--- src/rtl/control_sequencer_pkg.sv ---
// Shared definitions for the 4-bit CPU timing/control unit: opcodes,
// ring-counter T-state indices, control-word layout and FSM states.
package ctrl_pkg;

  localparam int unsigned RING_W = 6;

  localparam logic [3:0] OP_LDA = 4'h0;
  localparam logic [3:0] OP_ADD = 4'h1;
  localparam logic [3:0] OP_SUB = 4'h2;
  localparam logic [3:0] OP_CLA = 4'h3;
  localparam logic [3:0] OP_OUT = 4'hE;
  localparam logic [3:0] OP_HLT = 4'hF;

  localparam int unsigned T1_IDX = 0;
  localparam int unsigned T2_IDX = 1;
  localparam int unsigned T3_IDX = 2;
  localparam int unsigned T4_IDX = 3;
  localparam int unsigned T5_IDX = 4;
  localparam int unsigned T6_IDX = 5;

  // Field order matches the output port order of control_sequencer.
  typedef struct packed {
    logic pc_enable;
    logic pc_inc;
    logic mar_latch;
    logic ram_enable;
    logic ir_latch;
    logic ir_enable;
    logic latch_a;
    logic enable_a;
    logic clear_a;
    logic latch_b;
    logic alu_sub;
    logic alu_enable;
    logic out_latch;
  } ctrl_word_t;

  typedef enum logic [1:0] {
    ST_IDLE = 2'd0,
    ST_RUN  = 2'd1,
    ST_HALT = 2'd2
  } seq_state_e;

endpackage

--- src/rtl/control_sequencer_ring_counter.sv ---
// One-hot T-state ring: async clear, sync clear, sync restart at T1, shift.
module ring_counter
  import ctrl_pkg::*;
(
  input  logic              clk_i,
  input  logic              rst_ni,
  input  logic              clear_i,
  input  logic              restart_i,
  input  logic              advance_i,
  output logic [RING_W-1:0] ring_o
);

  logic [RING_W-1:0] ring_q;

  // Ring register; clear has priority over restart, restart over advance.
  always_ff @(posedge clk_i or negedge rst_ni) begin
    if (!rst_ni) begin
      ring_q <= '0;
    end else if (clear_i) begin
      ring_q <= '0;
    end else if (restart_i) begin
      ring_q <= RING_W'(1);
    end else if (advance_i) begin
      ring_q <= {ring_q[RING_W-2:0], ring_q[RING_W-1]};
    end
  end

  assign ring_o = ring_q;

endmodule

--- src/rtl/control_sequencer.sv ---
// Timing and control unit: IDLE/RUN/HALT FSM around a one-hot T1..T6 ring,
// with a combinational control-word decode of ring + opcode.
// Optional feature macro SHORT_CYCLE_EN: instructions end after their last
// active T-state instead of always running to T6.
module control_sequencer
  import ctrl_pkg::*;
#(
  parameter int unsigned OP_WIDTH        = 4,
  parameter bit          HALT_ON_UNKNOWN = 1'b0
) (
  input  logic                MainClock,
  input  logic                ClearN,
  input  logic                Run,
  input  logic [OP_WIDTH-1:0] Opcode,
  output logic                PcEnable,
  output logic                PcInc,
  output logic                MarLatch,
  output logic                RamEnable,
  output logic                IrLatch,
  output logic                IrEnable,
  output logic                LatchA,
  output logic                EnableA,
  output logic                ClearA,
  output logic                LatchB,
  output logic                AluSub,
  output logic                AluEnable,
  output logic                OutLatch,
  output logic [2:0]          TState,
  output logic                Halted
);

  localparam logic [OP_WIDTH-1:0] LDA = OP_WIDTH'(OP_LDA);
  localparam logic [OP_WIDTH-1:0] ADD = OP_WIDTH'(OP_ADD);
  localparam logic [OP_WIDTH-1:0] SUB = OP_WIDTH'(OP_SUB);
  localparam logic [OP_WIDTH-1:0] CLA = OP_WIDTH'(OP_CLA);
  localparam logic [OP_WIDTH-1:0] OUT = OP_WIDTH'(OP_OUT);
  localparam logic [OP_WIDTH-1:0] HLT = OP_WIDTH'(OP_HLT);

  seq_state_e        state_q, state_d;
  logic [RING_W-1:0] ring;
  logic              ring_clear, ring_restart, ring_advance;
  logic              is_known, is_halt, end_instr;
  ctrl_word_t        cw;

  ring_counter u_ring (
    .clk_i     (MainClock),
    .rst_ni    (ClearN),
    .clear_i   (ring_clear),
    .restart_i (ring_restart),
    .advance_i (ring_advance),
    .ring_o    (ring)
  );

  // Opcode classification and end-of-instruction detection.
  always_comb begin
    is_known = (Opcode == LDA) || (Opcode == ADD) || (Opcode == SUB) ||
               (Opcode == CLA) || (Opcode == OUT) || (Opcode == HLT);
    is_halt  = (Opcode == HLT) || (HALT_ON_UNKNOWN && !is_known);
    end_instr = ring[T6_IDX];
`ifdef SHORT_CYCLE_EN
    // A NOP cannot be recognised before T4 (IR is refilled at the T3 edge),
    // so the earliest point it can end is after T4.
    end_instr = ring[T6_IDX] ||
                (ring[T5_IDX] && (Opcode == LDA)) ||
                (ring[T4_IDX] && ((Opcode == CLA) || (Opcode == OUT) || !is_known));
`endif
  end

  // Next-state and ring control.
  always_comb begin
    state_d      = state_q;
    ring_clear   = 1'b0;
    ring_restart = 1'b0;
    ring_advance = 1'b0;
    unique case (state_q)
      ST_IDLE: begin
        if (Run) begin
          state_d      = ST_RUN;
          ring_restart = 1'b1;
        end
      end
      ST_RUN: begin
        if (ring[T4_IDX] && is_halt) begin
          state_d    = ST_HALT;
          ring_clear = 1'b1;
        end else if (end_instr) begin
          if (Run) begin
            ring_restart = 1'b1;
          end else begin
            state_d    = ST_IDLE;
            ring_clear = 1'b1;
          end
        end else begin
          ring_advance = 1'b1;
        end
      end
      ST_HALT: begin
        ring_clear = 1'b1;
      end
      default: begin
        state_d    = ST_IDLE;
        ring_clear = 1'b1;
      end
    endcase
  end

  // FSM state register.
  always_ff @(posedge MainClock or negedge ClearN) begin
    if (!ClearN) begin
      state_q <= ST_IDLE;
    end else begin
      state_q <= state_d;
    end
  end

  // Control-word decode of the one-hot ring and opcode.
  always_comb begin
    cw = '0;
    if (ring[T1_IDX]) begin
      cw.pc_enable = 1'b1;
      cw.mar_latch = 1'b1;
    end
    if (ring[T2_IDX]) begin
      cw.pc_inc = 1'b1;
    end
    if (ring[T3_IDX]) begin
      cw.ram_enable = 1'b1;
      cw.ir_latch   = 1'b1;
    end
    if (ring[T4_IDX]) begin
      if ((Opcode == LDA) || (Opcode == ADD) || (Opcode == SUB)) begin
        cw.ir_enable = 1'b1;
        cw.mar_latch = 1'b1;
      end
      if (Opcode == CLA) cw.clear_a = 1'b1;
      if (Opcode == OUT) begin
        cw.enable_a  = 1'b1;
        cw.out_latch = 1'b1;
      end
    end
    if (ring[T5_IDX]) begin
      if (Opcode == LDA) begin
        cw.ram_enable = 1'b1;
        cw.latch_a    = 1'b1;
      end
      if ((Opcode == ADD) || (Opcode == SUB)) begin
        cw.ram_enable = 1'b1;
        cw.latch_b    = 1'b1;
        cw.alu_sub    = (Opcode == SUB);
      end
    end
    if (ring[T6_IDX]) begin
      if ((Opcode == ADD) || (Opcode == SUB)) begin
        cw.alu_enable = 1'b1;
        cw.latch_a    = 1'b1;
        cw.alu_sub    = (Opcode == SUB);
      end
    end
  end

  // T-state number from the one-hot ring (0 when no bit is set).
  always_comb begin
    TState = 3'd0;
    for (int unsigned i = 0; i < RING_W; i++) begin
      if (ring[i]) TState = 3'(i + 1);
    end
  end

  assign Halted = (state_q == ST_HALT);

  assign {PcEnable, PcInc, MarLatch, RamEnable, IrLatch, IrEnable, LatchA,
          EnableA, ClearA, LatchB, AluSub, AluEnable, OutLatch} = cw;

endmodule

--- config.mk ---
export PLATFORM = sky130hd
export DESIGN_NAME = control_sequencer
export DESIGN_NICKNAME = d
export VERILOG_FILES = /design/src/rtl/control_sequencer_pkg.sv /design/src/rtl/control_sequencer_ring_counter.sv /design/src/rtl/control_sequencer.sv
export SDC_FILE = /design/constraint.sdc
export NUM_CORES = 1
export LEC_CHECK = 0
export ABC_AREA = 1
export BUFFER_PORTS_ARGS = -buffer_cell sky130_fd_sc_hd__buf_4
export CORE_AREA = 3 3 40 42
export CTS_CLUSTER_DIAMETER = 40
export DETAILED_ROUTE_END_ITERATION = 8
export DIE_AREA = 0 0 43 45
export GPL_ROUTABILITY_DRIVEN = 0
export GPL_TIMING_DRIVEN = 1
export PLACE_DENSITY = 0.73
export SLEW_MARGIN = 0
export SYNTH_ARGS = -nofsm -noshare
export SYNTH_HDL_FRONTEND = slang
export SYNTH_HIERARCHICAL = 1
export SYNTH_SLANG_ARGS = --single-unit
--- constraint.sdc ---
create_clock -name MainClock -period 1.25 [get_ports MainClock]
set_input_delay 0.125 -clock MainClock [delete_from_list [all_inputs] [get_ports MainClock]]
set_output_delay 0.125 -clock MainClock [all_outputs]
set_load 0.01 [all_outputs]
Word-level counts from Yosys, hierarchy flattened. Cells that the tools add are included.

Equality and inequality tests: 10. Mux-type cells: 47. Multipliers: 0. Shifts and indexed selects: 0. Order comparisons: 0. Bitwise gates (word level): 1. Reductions and logical operators: 8. Divide/modulo/power cells: 0. Add/subtract/negate cells: 0.

Operators with widths (number): $mux 1 (26); $mux 2 (10); $mux 6 (3); $mux 3 (5); $eq 4x2->1 const B (2); $eq 4x4->1 const B (2); $pmux 2 s3 (1); $eq 4x1->1 const B (1); $logic_not 4->1 (1); $pmux 1 s2 (2); $reduce_and 4->1 (1); $logic_or 1x1->1 (3); $ne 3x2->1 const B (1); $ne 3x3->1 const B (1); $reduce_bool 3->1 (1); $eq 2x1->1 const B (1); $eq 2x2->1 const B (1); $logic_not 2->1 (1); $ne 2x2->1 const B (1); $logic_and 1x1->1 (1); $not 1->1 (1).

ROM bits: 0. Register bits: 8. Logic and storage cells: 68. Latch bits: 0. Output and inout port bits: 17. Memories: 0. RAM bits: 0. Input port bits: 7.

Logic depth before layout (Yosys ltp). Gate-level depths: netlist of the first run.

Depth in word-level cells: 7. Mapped depth: 9. Mapped depth without buffers: 9.

Modules after synthesis. The synthesis of the first run kept the hierarchy.

Modules (own cells, without submodules): control_sequencer (seq. area each 50.0 µm², times used 1, area an instance 320.3 µm², cells each 63); ring_counter (seq. area each 150.1 µm², times used 1, area an instance 251.5 µm², cells each 31).

Worst setup path after synthesis of the first run. Ideal clock, no wire load.

Path kind: register to register. Start point: reg state_q[0]. End point: reg u_ring.ring_q[0] (netlist: u_ring/ring_o[0]). Arrival: 983 ps. Path buffers: 0. Data required time: 1132 ps. Setup time: 118 ps. Period minus slack after synthesis: 1100 ps. Cell stages (with the launch flop): 8. Slack: 150 ps. Cell sequence: dfrtp_1 > inv_1 > nor2_2 > nand3_1 > inv_1 > inv_2 > nand3_1 > nand2_1.

Elaborated cells between the ends (all ways): 8. Those cells by class: eq/ne (1); mux (5); reduce/logical (2).

RTL lines: start: declaration (RTL line control_sequencer.sv:39) `seq_state_e state_q, state_d;`; start signal: assignment (RTL line control_sequencer.sv:112) `state_q <= state_d;`; $eq 2x1->1 (RTL line control_sequencer.sv:75) `unique case (state_q)`; $mux 1 (RTL line control_sequencer.sv:75); named net ring_advance (RTL line control_sequencer.sv:41) `logic ring_clear, ring_restart, ring_advance;`; $reduce_bool 3->1 (no source line); end signal: assignment (RTL line control_sequencer_ring_counter.sv:24) `ring_q <= {ring_q[RING_W-2:0], ring_q[RING_W-1]};`; end: declaration (RTL line control_sequencer_ring_counter.sv:13) `logic [RING_W-1:0] ring_q;`.

The timed path passes the listed nets, and every way through them passes these cells. A chain may end at the register's enable or synchronous reset.

Worst setup path in the final report of the first run.
Start point: reg u_ring.ring_q[4] (netlist: u_ring/ring_o[4]). End point: out RamEnable.

Word-level cells in the longest chain between the ends: 1.

RTL lines: $mux 1 (RTL line control_sequencer.sv:141) `if (ring[T5_IDX]) begin`; end: declaration (RTL line control_sequencer.sv:18) `output logic RamEnable,`.

No other way between the ends.

==> out/metrics.csv, run 1 <==
metric,value,unit
CTS tree,built,
CP max FO,6,
accumulated negative setup slack,-285,ps
Row Count,13,
final setup margin,-67.3,ps
Remaining DRCs,0,
core area,1280,sq um
Comb power frac,63.0,%
syn avg cell area,6.08,sq um
synth-to-layout area growth,72.4,%
pin count of the biggest net entering global routing,9,
Sw Pwr,0.701,mW
FF-to-FF End,u_ring/ring_o[3],
WP data arrival,1190,ps
root buf cell,clkbuf_4,
Fmax,759,MHz
"Slew Viols, Final",0,
CTS sink cnt,8,
met1 wire length,717,um
IO Pins,24,
YS warnings,6,
Yosys cell types,16,
sequential fraction of the synthesis area,35.0,%
Cells after Synth,94,
"commonest non-fill, non-tap cells in the layout","buf_4, nand2_1, inv_1",
final-report setup violation count,8,
TritonRoute pass-1 iters,4,
die height,45,um
Die Wd,43,um
number of global-route vias before repair,627,
R2R Path Start,u_ring/ring_o[3],
P_leak,0.524,nW
Max Cap Viol,0,
Cell Int Power,0.931,mW
final period utilization,105,%
crit-path max cell delay,430,ps
element type at the critical path end,primary output,
failing checks,setup timing,
fill cell count,96,
Clock Power Share,11.9,%
outcome,"finished, violations left",
1st-iter DRT viols,38,
initial core utilization,44.5,%
cts bufs inserted,3,
Cell Pwr Density,1660,nW/um^2
fin crit period,1320,ps
Design Power,1.63,mW
GRT Overall Usage,16.2,%
global-route wire length before repair,2.44,mm
met3 routed WL,133,um
routed wire length,1.88,mm
Buffers on Ports,23,
vias per cell,5.07,
"commonest non-fill, non-tap cell in the layout",buf_4,
Die ar.,1940,sq um
clk slew on worst S/H paths,60,ps
initial antenna violation count,0,
share of power burned in registers,25.0,%
FF-to-FF path depth,9,
Least-Margin Pin Slew,255,ps
number of synthesized register bits,8,
GR Overflow Total,0,
Tightest Hold Check Type,in2async,
Antenna diodes,0,
max_slew headroom,82.8,%
DP HPWL,1.17,mm
Longest Clk Path Bufs,2,
via count,761,
area of the multi-input gates,355,sq um
critical path's slowest cell,dfrtp_2,
crit path kind,reg2out,
# H-tree levels,1,
nets@finish,144,
Clock Skew,5.18,ps
crit start category,register,
"antenna viol nets, final",0,
Register Area,201,sq um
Reg2Reg Setup Slack,0,ps
syn_nets,101,
Net Sw Frac,43.0,%
DR top layer,met3,
Critical Path RT,1120,ps
Worst VDD drop,1.16,mV
layout cell share with drive strength beyond 1,46.7,%
clk_lat worst skew,250,ps
"Hold Violations, Final",0,
drt wl/cell,12.5,um
worst path cell trace,inv_1 -> o21ai_1 -> buf_4,
met2 WL,1.03,mm
Util after Layout,76.7,%
unrepaired setup endpoints after global routing,true,
Mapped Area,572,sq um
==> power groups by stage <==
stage / clock network (mW) / registers (mW) / logic (mW)
5_1_grt: 0.204 / 0.420 / 1.12
3_3_place_gp: 0 / 0.414 / 0.712
4_1_cts: 0.201 / 0.418 / 0.758
6_report: 0.195 / 0.408 / 1.03
3_5_place_dp: 0 / 0.420 / 0.718
2_1_floorplan: 0 / 0.419 / 0.386
==> synth_stat cells, drive strengths merged <==
cell | number | area, sq um
a21oi | 6 | 30.0
buf | 1 | 7.51
dfrtp | 8 | 200
inv | 18 | 67.6
nand2 | 32 | 125
nand3 | 6 | 30.0
nand3b | 1 | 7.51
nor2 | 13 | 56.3
nor3 | 1 | 5.00
nor4 | 1 | 6.26
o21ai | 6 | 30.0
or2 | 1 | 6.26
==> sequential cells by signal (all words and copies together), names as in the netlist <==
signal,count
u_ring/ring_o,6
state_q,2
==> kinds of logic (layout without fill, tap and decap cells) <==
logic type	after synthesis	count (layout)	synth area share, %
compound gates	12	12	10.5
buf+inv	19	60	13.1
flops	8	8	35.0
simple gates	55	55	41.4
==> routing by layer <==
| metal | GRT usage (%) | vias up |
|---|---|---|
| met4 | 9.04 | 0 |
| met1 | 19.9 | 364 |
| met5 | 0 | - |
| met2 | 27.2 | 28 |
| met3 | 2.79 | 0 |
| li1 | - | 369 |
==> worst max-delay path, delay by kind of cell, from the launching register on <==
kind                   cells  cell delay, ps
DFF                        1             430
buffers and inverters      2             290
AOI/OAI and AO/OA          1             220
==> stage by stage <==
| stage | std cells | instance area (sq um) | setup WS [ps] | hold slack, ps |
|---|---|---|---|---|
| 6_report | 150 | 986 | -67.3 | 232 |
| 5_1_grt | 150 | 986 | -142 | 238 |
| 4_1_cts | 141 | 851 | -95.4 | 218 |
| 3_3_place_gp | 135 | 786 | 12.1 | -51.7 |
| 2_1_floorplan | 94 | 572 | 150 | -171 |
| 3_5_place_dp | 135 | 786 | -8.66 | -50.3 |
==> worst max-delay path by stage <==
stage	from	endpoint	slack, ps	cells after the start
6_report	u_ring/ring_o[4]	RamEnable	-70	3
5_1_grt	u_ring/ring_o[4]	LatchB	-140	3
4_1_cts	u_ring/ring_o[3]	MarLatch	-100	5
3_5_place_dp	state_q[0]	u_ring/ring_o[0]	-9	7
3_3_place_gp	state_q[0]	u_ring/ring_o[0]	10	7
2_1_floorplan	state_q[0]	u_ring/ring_o[0]	150	7
==> what timing repair did <==
item                                    CTS  global route
endpoints found under the setup margin   14            14
gates resized for setup                   7            19
pin swaps                                 2             5
buffers inserted                          2             9
hold endpoints to repair                  8             0
hold buffers                              1             0
==> cell type report <==
cell class	count	area share [%]
clock buffers	3	2.28
inverters	18	7.87
multi-input cells	67	36.0
flip-flops and latches	8	20.4
well taps	15	1.90
repair buffers	39	31.5
Power figures use the tool's default switching activity.
==> inputs of run 2 (changes only) <==
--- a/config.mk
+++ b/config.mk
@@ -13,7 +13,7 @@
 export DIE_AREA = 0 0 43 45
 export GPL_ROUTABILITY_DRIVEN = 0
 export GPL_TIMING_DRIVEN = 1
-export PLACE_DENSITY = 0.73
+export PLACE_DENSITY = 0.69
 export SLEW_MARGIN = 0
 export SYNTH_ARGS = -nofsm -noshare
 export SYNTH_HDL_FRONTEND = slang
==> run 2 against run 1 <==
Net effect: the run still ends with setup timing left; clock skew grew 0.94 ps; non-clock buffer count shrank 5; hold slack lost 9.7 ps; critical endpoint is now MarLatch; first-iteration DRC count shrank 53%; critical path depth is 2 higher; clock-buffer cell count stayed put; sequential share of layout area grew 0.56 points; register-to-register slack barely moved; wire length is 9.5% lower; final area fell by 2.7%; die area is the same.
==> out/metrics.csv, run 2 (synthesis gave the netlist of run 1 again) <==
metric,value,unit,change
vias per cell,4.93,,was 5.07
cts bufs inserted,3,,unchanged
unrepaired setup endpoints after global routing,true,,unchanged
Die ar.,1940,sq um,unchanged
FF-to-FF End,u_ring/ring_o[3],,unchanged
failing checks,setup timing,,unchanged
R2R Path Start,u_ring/ring_o[3],,unchanged
Register Area,201,sq um,unchanged
1st-iter DRT viols,18,,was 38
Longest Clk Path Bufs,2,,unchanged
"antenna viol nets, final",0,,unchanged
layout cell share with drive strength beyond 1,46.2,%,was 46.7%
final-report setup violation count,6,,was 8
core area,1280,sq um,unchanged
DP HPWL,1.15,mm,was 1.17 mm
area of the multi-input gates,359,sq um,was 355 sq um
die height,45,um,unchanged
Worst VDD drop,0.903,mV,was 1.16 mV
Clock Skew,6.12,ps,was 5.18 ps
nets@finish,139,,was 144
placed instance count,135,,unchanged
final setup margin,-77.5,ps,was -67.3 ps
number of global-route vias before repair,618,,was 627
IO Pins,24,,unchanged
WP data arrival,1200,ps,was 1190 ps
accumulated negative setup slack,-123,ps,was -285 ps
"Hold Violations, Final",0,,unchanged
TritonRoute pass-1 iters,4,,unchanged
global-route wire length before repair,2.58,mm,was 2.44 mm
max_slew headroom,86.8,%,was 82.8%
Largest register FFs,6,,unchanged
outcome,"finished, violations left",,unchanged
final period utilization,106,%,was 105%
Critical Path RT,1120,ps,about the same
CTS sink cnt,8,,unchanged
synth-to-layout area growth,67.8,%,was 72.4%
Buffers on Ports,23,,unchanged
Max Cap Viol,0,,unchanged
Least-Margin Pin Slew,197,ps,was 255 ps
routed wire length,1.70,mm,was 1.88 mm
Util after Layout,74.7,%,was 76.7%
Remaining DRCs,0,,unchanged
Antenna diodes,0,,unchanged
FF-to-FF path depth,9,,unchanged
via count,715,,was 761
Row Count,13,,unchanged
"commonest non-fill, non-tap cell in the layout",nand2_1,,was buf_4
clk_lat worst skew,260,ps,was 250 ps
crit start category,register,,unchanged
CTS tree,built,,unchanged
pin count of the biggest net entering global routing,9,,unchanged
Design Power,1.54,mW,was 1.63 mW
fill cell count,101,,was 96
clk slew on worst S/H paths,60,ps,about the same
Die Wd,43,um,unchanged
"Slew Viols, Final",0,,unchanged
Cell Pwr Density,1610,nW/um^2,was 1660 nW/um^2
CP max FO,5,,was 6
GR Overflow Total,0,,unchanged
element type at the critical path end,primary output,,unchanged
Reg2Reg Setup Slack,0,ps,about the same
# H-tree levels,1,,unchanged
final std cells w/o fill,145,,was 150
Fmax,753,MHz,was 759 MHz
P_leak,0.508,nW,was 0.524 nW
crit path kind,reg2out,,unchanged
Tightest Hold Check Type,in2async,,unchanged
initial core utilization,44.5,%,unchanged
root buf cell,clkbuf_4,,unchanged
drt wl/cell,11.8,um,was 12.5 um
GRT Overall Usage,17.9,%,was 16.2%
initial antenna violation count,0,,unchanged
"commonest non-fill, non-tap cells in the layout","nand2_1, buf_4, inv_1",,"was buf_4, nand2_1, inv_1"
fin crit period,1330,ps,was 1320 ps
[run 2: area by class of cell]
class,instances,area share [%]
Sequential cell,8,21.0
Tap cell,15,1.96
Multi-Input combinational cell,67,37.4
Timing Repair Buffer,34,29.2
Clock buffer,3,2.35
Inverter,18,8.08
[run 2: worst max path at each step]
stage          slack, ps          endpoint        startpoint
6_report             -80          MarLatch  u_ring/ring_o[3]
3_3_place_gp           8  u_ring/ring_o[0]        state_q[0]
5_1_grt             -110  u_ring/ring_o[4]  u_ring/ring_o[3]
4_1_cts              -80          MarLatch  u_ring/ring_o[3]
3_5_place_dp          10  u_ring/ring_o[0]        state_q[0]
2_1_floorplan        150  u_ring/ring_o[0]        state_q[0]
[run 2: metrics by stage]
| stage | setup WS [ps] | instance area, sq um | hold slack (ps) |
|---|---|---|---|
| after floorplan | 150 | 572 | -171 |
| after global placement | 8.02 | 786 | -51.8 |
| after detailed placement | 14.2 | 786 | -50.7 |
| after CTS | -79.0 | 898 | 211 |
| after global routing | -111 | 960 | 226 |
| final | -77.5 | 960 | 222 |
[run 2: worst max-delay path, stage by stage, from the launching register on]
cell     delay [ps]
dfrtp_1         380
buf_6           130
inv_6            60
nor2_2           40
or2_1           210
buf_6           120
[run 2: report_power, final]
group / switching [mW] / internal [mW] / leakage [nW] / total (mW)
registers: 0.0837 / 0.332 / 0.103 / 0.415
clock network: 0.0895 / 0.110 / 0.0138 / 0.199
logic: 0.495 / 0.431 / 0.391 / 0.926
[run 2: repair_timing]
action,4_1_cts,5_1_grt
hold buffers,1,0
resized for setup,18,12
pin swaps,0,6
hold endpoints to repair,8,0
setup buffers,3,3
setup endpoints to repair,9,15
[run 2: per-layer routing]
layer  routed length [um]  global-route usage (%)  vias to the layer above
li1                     -                       -                      366
met1                  663                    20.8                      309
met2                  885                    32.0                       30
met3                   99                    1.20                       10
met4                   55                    11.4                        0
met5                    0                       0                        -
==> inputs of run 3 (changes only) <==
--- a/config.mk
+++ b/config.mk
@@ -5,7 +5,6 @@
 export SDC_FILE = /design/constraint.sdc
 export NUM_CORES = 1
 export LEC_CHECK = 0
-export ABC_AREA = 1
 export BUFFER_PORTS_ARGS = -buffer_cell sky130_fd_sc_hd__buf_4
 export CORE_AREA = 3 3 40 42
 export CTS_CLUSTER_DIAMETER = 40
@@ -13,7 +12,7 @@
 export DIE_AREA = 0 0 43 45
 export GPL_ROUTABILITY_DRIVEN = 0
 export GPL_TIMING_DRIVEN = 1
-export PLACE_DENSITY = 0.69
+export PLACE_DENSITY = 0.67
 export SLEW_MARGIN = 0
 export SYNTH_ARGS = -nofsm -noshare
 export SYNTH_HDL_FRONTEND = slang
==> run 3 against run 2 <==
Net effect: the run still ends with setup timing left; worst setup slack got worse by 83 ps; via count fell by 18%; critical path type is now reg2reg; hold slack got worse by 1.6 ps; wire length fell by 14%; total power rose by 7.1%.
==> out/metrics.csv, run 3 <==
metric,value,unit,change
outcome,"finished, violations left",,unchanged
failing checks,setup timing,,unchanged
sequential fraction of the synthesis area,36.6,%,was 35.0%
vias per cell,5.10,,was 4.93
Largest register FFs,6,,unchanged
WP data arrival,1530,ps,was 1200 ps
Buffers on Ports,23,,unchanged
unrepaired setup endpoints after global routing,true,,unchanged
Post-DP Area,797,sq um,was 786 sq um
Net Sw Frac,38.8,%,was 43.4%
YS warnings,6,,unchanged
Fmax,709,MHz,was 753 MHz
"Hold Violations, Final",0,,unchanged
CP max FO,6,,was 5
accumulated negative setup slack,-1120,ps,was -123 ps
Die ar.,1940,sq um,unchanged
nets@finish,109,,was 139
Clock Power Share,11.2,%,was 12.9%
final setup margin,-160,ps,was -77.5 ps
Clock Skew,1.81,ps,was 6.12 ps
fin crit period,1410,ps,was 1330 ps
Worst VDD drop,1.18,mV,was 0.903 mV
synth-to-layout area growth,78.0,%,was 67.8%
number of global-route vias before repair,546,,was 618
via count,587,,was 715
syn avg cell area,8.41,sq um,was 6.08 sq um
CTS sink cnt,8,,unchanged
Yosys cell types,23,,was 16
crit-path max cell delay,420,ps,was 380 ps
GR Overflow Total,0,,unchanged
post-synth top area share,36.6,%,was 35.0%
"antenna viol nets, final",0,,unchanged
number of flops mapped to enable cells by yosys,0,,unchanged
initial antenna violation count,0,,unchanged
"commonest non-fill, non-tap cell in the layout",buf_4,,was nand2_1
pin count of the biggest net entering global routing,10,,was 9
core area,1280,sq um,unchanged
Cell Pwr Density,1690,nW/um^2,was 1610 nW/um^2
Comb power frac,62.2,%,was 60.1%
Least-Margin Pin Slew,266,ps,was 197 ps
P_leak,0.464,nW,was 0.508 nW
Async SR Flop Fraction,100,%,unchanged
"top cells by count, synth","nor3_1, dfrtp_1, nor2_1",,"was nand2_1, inv_1, nor2_1"
root buf cell,clkbuf_4,,unchanged
FF-to-FF path depth,5,,was 9
top-count cell post-synth,nor3_1,,was nand2_1
clk slew on worst S/H paths,50,ps,was 60 ps
GRT Overall Usage,15.7,%,was 17.9%
layout cell share with drive strength beyond 1,61.0,%,was 46.2%
global-route wire length before repair,2.29,mm,was 2.58 mm
syn_nets,72,,was 101
crit start category,register,,unchanged
Cell Int Power,1.01,mW,was 0.873 mW
cts bufs inserted,3,,unchanged
TritonRoute pass-1 iters,2,,was 4
final period utilization,113,%,was 106%
post-route cell area,973,sq um,was 960 sq um
Die Wd,43,um,unchanged
placed instance count,107,,was 135
routed wire length,1.47,mm,was 1.70 mm
Row Count,13,,unchanged
crit path kind,reg2reg,,was reg2out
clk_lat worst skew,240,ps,was 260 ps
CTS tree,built,,unchanged
DP HPWL,1.04,mm,was 1.15 mm
element type at the critical path end,register,,was primary output
final-report setup violation count,12,,was 6
Critical Path RT,1370,ps,was 1120 ps
"commonest non-fill, non-tap cells in the layout","buf_4, buf_6, nor2_1, nor3_2",,"was nand2_1, buf_4, inv_1"
fill cell count,97,,was 101
# H-tree levels,1,,unchanged
Tightest Hold Check Type,in2async,,unchanged
Design Power,1.65,mW,was 1.54 mW
Place WS,-60.9,ps,was 14.2 ps
Max Cap Viol,0,,unchanged
"Slew Viols, Final",0,,unchanged
die height,45,um,unchanged
initial core utilization,42.6,%,was 44.5%
Cells after Synth,65,,was 94
number of synthesized register bits,8,,unchanged
Sw Pwr,0.640,mW,was 0.668 mW
Remaining DRCs,0,,unchanged
share of power burned in registers,26.6,%,was 27.0%
max_slew headroom,82.2,%,was 86.8%
critical path's slowest cell,dfrtp_2,,was dfrtp_1
synth top area cells,"dfrtp_1, mux2i_1, nor3_1, nor2_1, nand2_1",,"was dfrtp_1, nand2_1, inv_1, nor2_1, a21oi_1"
worst path cell trace,buf_4 -> nor3_2 -> buf_6 -> mux2i_1 -> a21oi_1,,was buf_6 -> inv_6 -> nor2_2 -> or2_1 -> buf_6
drt wl/cell,12.8,um,was 11.8 um
Synth Flop Type,dfrtp_1,,unchanged
1st-iter DRT viols,2,,was 18
Mapped Area,547,sq um,was 572 sq um
IO Pins,24,,unchanged
Longest Clk Path Bufs,2,,unchanged
final std cells w/o fill,115,,was 145
largest area contributor in the netlist,dfrtp_1,,unchanged
Antenna diodes,0,,unchanged
-- run 3: final timing paths --
path | from | end | slack (ps)
worst min register to register | state_q[1] | state_q[0] | 580
max in group asynchronous | ClearN | u_ring/ring_o[4] | 890
min in group MainClock | Run | state_q[0] | 220
worst max register to register | u_ring/ring_o[5] | u_ring/ring_o[0] | -160
worst max-delay path | u_ring/ring_o[5] | u_ring/ring_o[0] | -160
worst min-delay path | ClearN | u_ring/ring_o[0] | 220
-- run 3: through the flow --
step	hold WS, ps	utilization (%)
floorplan	-171	-
global placement	-54.0	62.0
detailed placement	-54.8	62.0
CTS	183	72.3
global route	221	75.8
finish	221	75.8
-- run 3: layer usage --
layer  up-vias  share of wire, %  track usage [%]
met2        14                48             26.6
met1       274                46             19.7
met4         0                 0             7.23
li1        299                 -                -
met3         0               5.4             2.79
met5         -                 0                0
-- run 3: power by group through the flow --
| stage | clock [mW] | combinational [mW] | sequential (mW) |
|---|---|---|---|
| after floorplan | 0 | 0.458 | 0.430 |
| after CTS | 0.205 | 0.913 | 0.425 |
| after detailed placement | 0 | 0.760 | 0.427 |
| after global placement | 0 | 0.753 | 0.422 |
| after global routing | 0.206 | 1.10 | 0.458 |
| final | 0.185 | 1.03 | 0.439 |
-- run 3: what timing repair did --
| action | CTS | global route |
|---|---|---|
| setup endpoints to repair | 16 | 16 |
| hold endpoints to repair | 8 | 0 |
| pin swaps | 11 | 5 |
| hold buffers | 1 | 0 |
| resized for setup | 17 | 11 |
| buffers inserted | 4 | 0 |
-- run 3: layout make-up --
| cell class | instances | area [sq um] | area share [%] |
|---|---|---|---|
| repair buffers | 34 | 284 | 29.2 |
| clock buffers | 3 | 22.5 | 2.31 |
| well taps | 15 | 18.8 | 1.93 |
| inverters | 3 | 11.3 | 1.16 |
| multi-input cells | 52 | 433 | 44.5 |
| flip-flops and latches | 8 | 204 | 21.0 |
-- run 3: logic make-up after synthesis --
kind of cell	synth area share (%)
xor gates and xnor gates	1.60
AOI/OAI and AO/OA	7.55
muxes	11.0
buffers and inverters	5.49
DFF	36.6
and+or+nand+nor	37.8
-- run 3: critical path: cells and delay by family (launching register included) --
family                 cells  cell delay, ps
and+or+nand+nor            1             180
AOI/OAI and AO/OA          1             100
buffers and inverters      2             320
muxes                      1             260
DFF                        1             420
